--- src/rtl/axi_burst_master.sv ---
// rtl/axi_burst_master.sv - single-outstanding AXI4 INCR burst master; optional response checking via AXI_MASTER_RESP_CHECK_EN
module axi_burst_master #(
  parameter int DATA_WIDTH = 32,
  parameter int ADDR_WIDTH = 8,
  parameter int STRB_WIDTH = 4,
  parameter int ID_WIDTH   = 8
) (
  input  logic                  clk,
  input  logic                  rst_n,
  // command
  input  logic                  cmd_valid,
  output logic                  cmd_ready,
  input  logic                  cmd_write,
  input  logic [ADDR_WIDTH-1:0] cmd_addr,
  input  logic [7:0]            cmd_len,
  input  logic [ID_WIDTH-1:0]   cmd_id,
  // write stream
  input  logic [DATA_WIDTH-1:0] wr_data,
  input  logic [STRB_WIDTH-1:0] wr_strb,
  input  logic                  wr_valid,
  output logic                  wr_ready,
  // read stream
  output logic [DATA_WIDTH-1:0] rd_data,
  output logic                  rd_last,
  output logic                  rd_valid,
  input  logic                  rd_ready,
  // completion
  output logic                  done,
  output logic                  done_err,
  // AW
  output logic [ID_WIDTH-1:0]   m_axi_awid,
  output logic [ADDR_WIDTH-1:0] m_axi_awaddr,
  output logic [7:0]            m_axi_awlen,
  output logic [2:0]            m_axi_awsize,
  output logic [1:0]            m_axi_awburst,
  output logic                  m_axi_awlock,
  output logic [3:0]            m_axi_awcache,
  output logic [2:0]            m_axi_awprot,
  output logic                  m_axi_awvalid,
  input  logic                  m_axi_awready,
  // W
  output logic [DATA_WIDTH-1:0] m_axi_wdata,
  output logic [STRB_WIDTH-1:0] m_axi_wstrb,
  output logic                  m_axi_wlast,
  output logic                  m_axi_wvalid,
  input  logic                  m_axi_wready,
  // B
  input  logic [ID_WIDTH-1:0]   m_axi_bid,
  input  logic [1:0]            m_axi_bresp,
  input  logic                  m_axi_bvalid,
  output logic                  m_axi_bready,
  // AR
  output logic [ID_WIDTH-1:0]   m_axi_arid,
  output logic [ADDR_WIDTH-1:0] m_axi_araddr,
  output logic [7:0]            m_axi_arlen,
  output logic [2:0]            m_axi_arsize,
  output logic [1:0]            m_axi_arburst,
  output logic                  m_axi_arlock,
  output logic [3:0]            m_axi_arcache,
  output logic [2:0]            m_axi_arprot,
  output logic                  m_axi_arvalid,
  input  logic                  m_axi_arready,
  // R
  input  logic [ID_WIDTH-1:0]   m_axi_rid,
  input  logic [DATA_WIDTH-1:0] m_axi_rdata,
  input  logic [1:0]            m_axi_rresp,
  input  logic                  m_axi_rlast,
  input  logic                  m_axi_rvalid,
  output logic                  m_axi_rready
);

  localparam logic [2:0] AXSIZE = 3'($clog2(STRB_WIDTH));

  typedef enum logic [2:0] {S_IDLE, S_AW, S_W, S_B, S_AR, S_R} state_t;

  state_t                state, state_nx;
  logic [ADDR_WIDTH-1:0] addr_q;
  logic [7:0]            len_q;
  logic [7:0]            cnt_q;
  logic [ID_WIDTH-1:0]   id_q;
  logic                  init_q;   // holds cmd_ready low until the first edge after reset
  logic                  done_q;
  logic                  cmd_hs, w_hs, b_hs, r_hs, burst_end;

  assign cmd_hs    = cmd_valid & cmd_ready;
  assign w_hs      = m_axi_wvalid & m_axi_wready;
  assign b_hs      = m_axi_bvalid & m_axi_bready;
  assign r_hs      = m_axi_rvalid & m_axi_rready;
  assign burst_end = b_hs | (r_hs & m_axi_rlast);

  // Address channels always present the latched command; only valid depends on state
  assign m_axi_awid    = id_q;
  assign m_axi_awaddr  = addr_q;
  assign m_axi_awlen   = len_q;
  assign m_axi_awsize  = AXSIZE;
  assign m_axi_awburst = 2'b01;
  assign m_axi_awlock  = 1'b0;
  assign m_axi_awcache = 4'b0011;
  assign m_axi_awprot  = 3'b000;
  assign m_axi_arid    = id_q;
  assign m_axi_araddr  = addr_q;
  assign m_axi_arlen   = len_q;
  assign m_axi_arsize  = AXSIZE;
  assign m_axi_arburst = 2'b01;
  assign m_axi_arlock  = 1'b0;
  assign m_axi_arcache = 4'b0011;
  assign m_axi_arprot  = 3'b000;

  assign m_axi_wdata = wr_data;
  assign m_axi_wstrb = wr_strb;
  assign rd_data     = m_axi_rdata;
  assign done        = done_q;

  // Burst sequencer: next state plus all handshake gating for the current state
  always_comb begin
    state_nx      = state;
    cmd_ready     = 1'b0;
    m_axi_awvalid = 1'b0;
    m_axi_arvalid = 1'b0;
    m_axi_wvalid  = 1'b0;
    m_axi_wlast   = 1'b0;
    wr_ready      = 1'b0;
    m_axi_bready  = 1'b0;
    rd_valid      = 1'b0;
    rd_last       = 1'b0;
    m_axi_rready  = 1'b0;
    case (state)
      S_IDLE: begin
        cmd_ready = init_q;
        if (cmd_valid && init_q) state_nx = cmd_write ? S_AW : S_AR;
      end
      S_AW: begin
        m_axi_awvalid = 1'b1;
        if (m_axi_awready) state_nx = S_W;
      end
      S_W: begin
        m_axi_wvalid = wr_valid;
        wr_ready     = m_axi_wready;
        m_axi_wlast  = (cnt_q == 8'd0);
        if (wr_valid && m_axi_wready && cnt_q == 8'd0) state_nx = S_B;
      end
      S_B: begin
        m_axi_bready = 1'b1;
        if (m_axi_bvalid) state_nx = S_IDLE;
      end
      S_AR: begin
        m_axi_arvalid = 1'b1;
        if (m_axi_arready) state_nx = S_R;
      end
      S_R: begin
        rd_valid     = m_axi_rvalid;
        rd_last      = m_axi_rlast;
        m_axi_rready = rd_ready;
        if (m_axi_rvalid && rd_ready && m_axi_rlast) state_nx = S_IDLE;
      end
      default: state_nx = S_IDLE;
    endcase
  end

  // State, latched command fields, beat counter and the registered done pulse
  always_ff @(posedge clk or negedge rst_n) begin
    if (!rst_n) begin
      state  <= S_IDLE;
      addr_q <= '0;
      len_q  <= '0;
      id_q   <= '0;
      cnt_q  <= '0;
      init_q <= 1'b0;
      done_q <= 1'b0;
    end else begin
      state  <= state_nx;
      init_q <= 1'b1;
      done_q <= burst_end;
      if (cmd_hs) begin
        addr_q <= cmd_addr;
        len_q  <= cmd_len;
        id_q   <= cmd_id;
        cnt_q  <= cmd_len;
      end else if (w_hs || r_hs) begin
        cnt_q <= cnt_q - 8'd1;
      end
    end
  end

`ifdef AXI_MASTER_RESP_CHECK_EN
  logic err_q, done_err_q, beat_err;

  // Flags a bad response, foreign ID or misplaced rlast on the current handshake
  always_comb begin
    beat_err = 1'b0;
    if (b_hs)
      beat_err = (m_axi_bresp != 2'b00) || (m_axi_bid != id_q);
    else if (r_hs)
      beat_err = (m_axi_rresp != 2'b00) || (m_axi_rid != id_q) ||
                 (m_axi_rlast != (cnt_q == 8'd0));
  end

  // Sticky error for the burst in flight, reported alongside done
  always_ff @(posedge clk or negedge rst_n) begin
    if (!rst_n) begin
      err_q      <= 1'b0;
      done_err_q <= 1'b0;
    end else begin
      if (cmd_hs) err_q <= 1'b0;
      else if (beat_err) err_q <= 1'b1;
      done_err_q <= burst_end & (err_q | beat_err);
    end
  end

  assign done_err = done_err_q;
`else
  logic unused_resp;
  assign unused_resp = ^{m_axi_bid, m_axi_bresp, m_axi_rid, m_axi_rresp};
  assign done_err    = 1'b0;
`endif

endmodule

--- config.mk ---
export PLATFORM = sky130hd
export DESIGN_NAME = axi_burst_master
export DESIGN_NICKNAME = d
export VERILOG_FILES = /design/src/rtl/axi_burst_master.sv
export SDC_FILE = /design/constraint.sdc
export NUM_CORES = 1
export LEC_CHECK = 0
export CAP_MARGIN = 30
export CORE_AREA = 2 2 108 110
export DETAILED_ROUTE_END_ITERATION = 7
export DIE_AREA = 0 0 110 112
export GPL_ROUTABILITY_DRIVEN = 0
export PLACE_DENSITY = 0.81
export SLEW_MARGIN = 10
export SYNTH_ARGS = -nofsm -noshare
export SYNTH_HDL_FRONTEND = slang
export SYNTH_SLANG_ARGS = --single-unit
--- constraint.sdc ---
create_clock -name clk -period 2.9 [get_ports clk]
set_input_delay 0.29 -clock clk [delete_from_list [all_inputs] [get_ports clk]]
set_output_delay 0.29 -clock clk [all_outputs]
set_load 0.1 [all_outputs]
* Yosys cells after proc, flatten, opt, wreduce, memory -nomap -nowiden
Index checks and enable logic that the tools add are counted.
** Operators by class
- Equality and inequality tests :: 11
- Multiplexer cells :: 20
- Add/sub/neg operators :: 1
- Reduce and logical (&&, ||, !) cells :: 10
- Bitwise gates (word level) :: 6
** Operators with widths (count)
- 3-bit 2-to-1 mux :: 7
- 3-bit case mux with 6 select lines :: 1
- 8-bit 2-to-1 mux :: 2
- 2-bit != test (second input constant) :: 6
- 1-bit 2-to-1 mux :: 10
- 8-bit zero test :: 1
- 8-bit by 1-bit subtractor with 8-bit output (second input constant) :: 1
- 3-bit by 2-bit equality test with 1-bit output (second input constant) :: 2
- 3-bit equality test (second input constant) :: 2
- 6-bit AND reduction :: 1
- 1-bit bitwise AND :: 5
- 1-bit logical AND :: 5
- 3-bit by 1-bit equality test with 1-bit output (second input constant) :: 1
- 3-bit zero test :: 1
- 2-bit nonzero test :: 1
- 1-bit logical OR :: 1
- 1-bit bitwise OR :: 1
** Storage, ports and cells
- Output and inout port bits :: 154
- Logic and storage cells :: 55
- Input port bits :: 124
- Flip-flop bits (word level) :: 37

* Longest topological paths before layout
- Word-level depth :: 6
- Mapped depth :: 6
- Gate-level depth less buffers :: 6

* Worst setup path after synthesis
Ideal clock, no wire load.
- Kind :: flip-flop to output port
- From :: register state[2]
- To :: output m_axi_arvalid
- Data arrival time :: 2.877 ns
- Path slack :: -0.267 ns
- Stages on the path, launching flop included :: 3
- Buffers on the path :: 1
- Required time :: 2.610 ns
- Cell sequence :: dfrtp_1 > clkbuf_1 > nor3b_1
** On the way
- Longest elaborated chain between the ends :: 2
** Ends and longest elaborated chain
- start, declared :: RTL line 76 : state_t state, state_nx;
- start signal, assigned :: RTL line 171 : state <= state_nx;
- 3-bit equality test :: RTL line 127 : case (state)
- 1-bit 2-to-1 mux :: RTL line 127
- end, declared :: RTL line 61 : output logic m_axi_arvalid,
Every way passes these cells.

* Worst setup path in the final report
- From :: register cnt_q[5]
- To :: output m_axi_wlast
** On the way
- Longest elaborated chain between the ends :: 2
** Ends and longest elaborated chain
- start, declared :: RTL line 79 : logic [7:0] cnt_q;
- start signal, assigned :: RTL line 178 : cnt_q <= cmd_len;
- start signal, assigned :: RTL line 180 : cnt_q <= cnt_q - 8'd1;
- 8-bit zero test :: RTL line 139 : m_axi_wlast = (cnt_q == 8'd0);
- 1-bit 2-to-1 mux :: RTL line 127
- end, declared :: RTL line 44 : output logic m_axi_wlast,
Every way passes these cells.

==> results.txt <==
Run status: complete, but fails checks
Failing checks: negative hold slack
Syn Inst Count: 324
Fin Hold WS: -22.6 ps
Worst EP arrival: 2050 ps
Hold crit path type: input port to asynchronous set/reset pin
Synth area leader: dfrtp_1
CP endpoint kind: primary output
Num ports: 278
Iteration-0 DRC count of the detailed router: 130
Worst reg2reg setup slack: 620 ps
Fin. max-slew vios: 0
Area grow syn2layout: 14.2%
Synthesized area per cell: 8.46 um^2
Clock tree sinks: 37
Starting density of the core: 0.245
Final period utilization: 0.805
Chip Height: 112 um
Synth Register Bits: 37
Layout cells sized above 1: 0.245
Synth cell types: 39
IO Port Bufs: 94
Drt first pass iters: 4
Clk Latency, worst-skew pair: 280 ps
Vias: 1947
Post-CTS Setup Bufs: 0
CTS tree: done
Nets: 451
Setup ws final: 565 ps
Met2 routed WL: 3050 um
Post-synth top cells: 119 x buf_4, 68 x nand2_1, 37 x dfrtp_1
Kind of critical path: flop to primary output
Main synth FF type: dfrtp_1
Place WS: 599 ps
Num rows: 39
Post-CTS Resized: 0
# diodes: 0
MaxCap Viol Count: 0
RSZ-0062 raised after global routing: false
Clock-pin slew of the registers on the worst-case setup and hold paths: 60 ps
# DRC: 0
Number of global-route vias before repair: 1918
Largest net degree at the start of global routing: 38
CP Max Fanout: 5
CTS Buf Count: 5
Total of warnings raised by yosys: 0
Total GRT Usage: 0.106
Hold Buf Count CTS: 0
DR WL met3: 613 um
Wire per inst: 14.2 um
Mapped Area: 0.00274 mm^2
Worst rel slew slack: 0.540
Number of synthesized flops with an enable pin: 0
Synth async-reset ratio: 1.00
Synth top area share: 0.338
Clk_skew: 7.78 ps
Fmax: 428 MHz
M1 WL: 2730 um
# H-tree levels: 2
GR Overflow Total: 0
Final setup fails: 0
Initial antenna violation count: 0
Vias per cell: 4.15
Post-layout min period: 2340 ps
Die Wd: 110 um
Root buf cell: clkbuf_16
Final hold violations: 19
CTS Buffer Depth: 2
First-pass GRT wire length: 10100 um
Most frequent cell after synthesis: buf_4
Setup_tns: 0 ps
Uppermost routed layer: met4
Worst slew pin tran: 688 ps
Antenna-violating nets left: 0
Dpl hpwl: 5030 um
Top cells by area, synth: dfrtp_1 34%, buf_4 33%, nand2_1 9.3%
Sequential area share after synthesis: 0.338
CP Launch Type: flop
Final WL: 6640 um
Core outline area: 0.0112 mm^2
Crit path required time: 2610 ps
Die area: 0.0123 mm^2
==> stage by stage <==
step                instances  utilization  instance area (um^2)  hold WS (ps)
global route              469        0.280                  3130          11.5
global placement          460        0.260                  2910           448
CTS                       468        0.277                  3100           169
detailed placement        460        0.260                  2910           472
finish                    469        0.280                  3130         -22.6
floorplan                 350            -                  2850         -5.59
==> worst paths after layout <==
check	cells past startpoint	end	start
max reg2reg	4	cnt_q[5]	state[1]
max in group asynchronous	2	m_axi_araddr[5]	rst_n
min	1	m_axi_arid[4]	rst_n
min reg2reg	2	m_axi_arid[3]	m_axi_arid[3]
min in group clk	2	m_axi_arid[3]	m_axi_arid[3]
max	4	m_axi_wlast	cnt_q[5]
==> registers in the layout, summed over array words and instances, names as in the netlist <==
name	flops
cnt_q	8
done	1
init_q	1
m_axi_araddr	8
m_axi_arid	8
m_axi_arlen	8
state	3
==> placed cells by master (no fill, tap or decap), drive strengths merged, types with 3 or more instances in the layout <==
cell type      Yosys  routed
a211oi             4       4
a21boi             3       3
a21o               5       5
a31oi              6       6
and2               6       6
and3               5       5
buf              123      64
clkbuf             7       5
clkdlybuf4s50      0      34
conb               2      28
dfrtp             37      37
inv                6       6
mux2i              3       3
nand2             69      69
nand3              3       3
nand3b             4       4
nor2               6       6
nor3b              4       4
o21ai              4       4
==> worst max-delay path, cell delays in order, from the launching register on <==
cell and delay (ps):
dfrtp_1 400, or4_1 630, nor2_1 210, and4_1 220
buf_4 290
==> area by class of cell <==
| type | instances | area [um^2] |
|---|---|---|
| Clock buffer | 5 | 125 |
| Fill cell | 1213 | 8050 |
| Sequential cell | 37 | 926 |
| Clock inverter | 3 | 65.1 |
| Timing Repair Buffer | 98 | 851 |
| Multi-Input combinational cell | 177 | 960 |
| Inverter | 6 | 22.5 |
| Tap cell | 143 | 179 |
==> kinds of logic after synthesis <==
family	count (synthesis)	synth area share
flops	37	0.338
xor+xnor	2	0.00639
compound gates	31	0.0863
simple gates	111	0.195
buf+inv	136	0.351
mux	3	0.0110
other cells	2	0.00274
fa+ha+maj	2	0.00913
==> per-layer routing <==
metal / track usage / vias to the layer above
met5: 0 / -
met3: 0.0351 / 26
met2: 0.163 / 119
met1: 0.128 / 900
li1: - / 902
met4: 0.0624 / 0
Power is not shown: default switching activity piles up to over one toggle a cycle in this logic, so the estimate is an artifact.
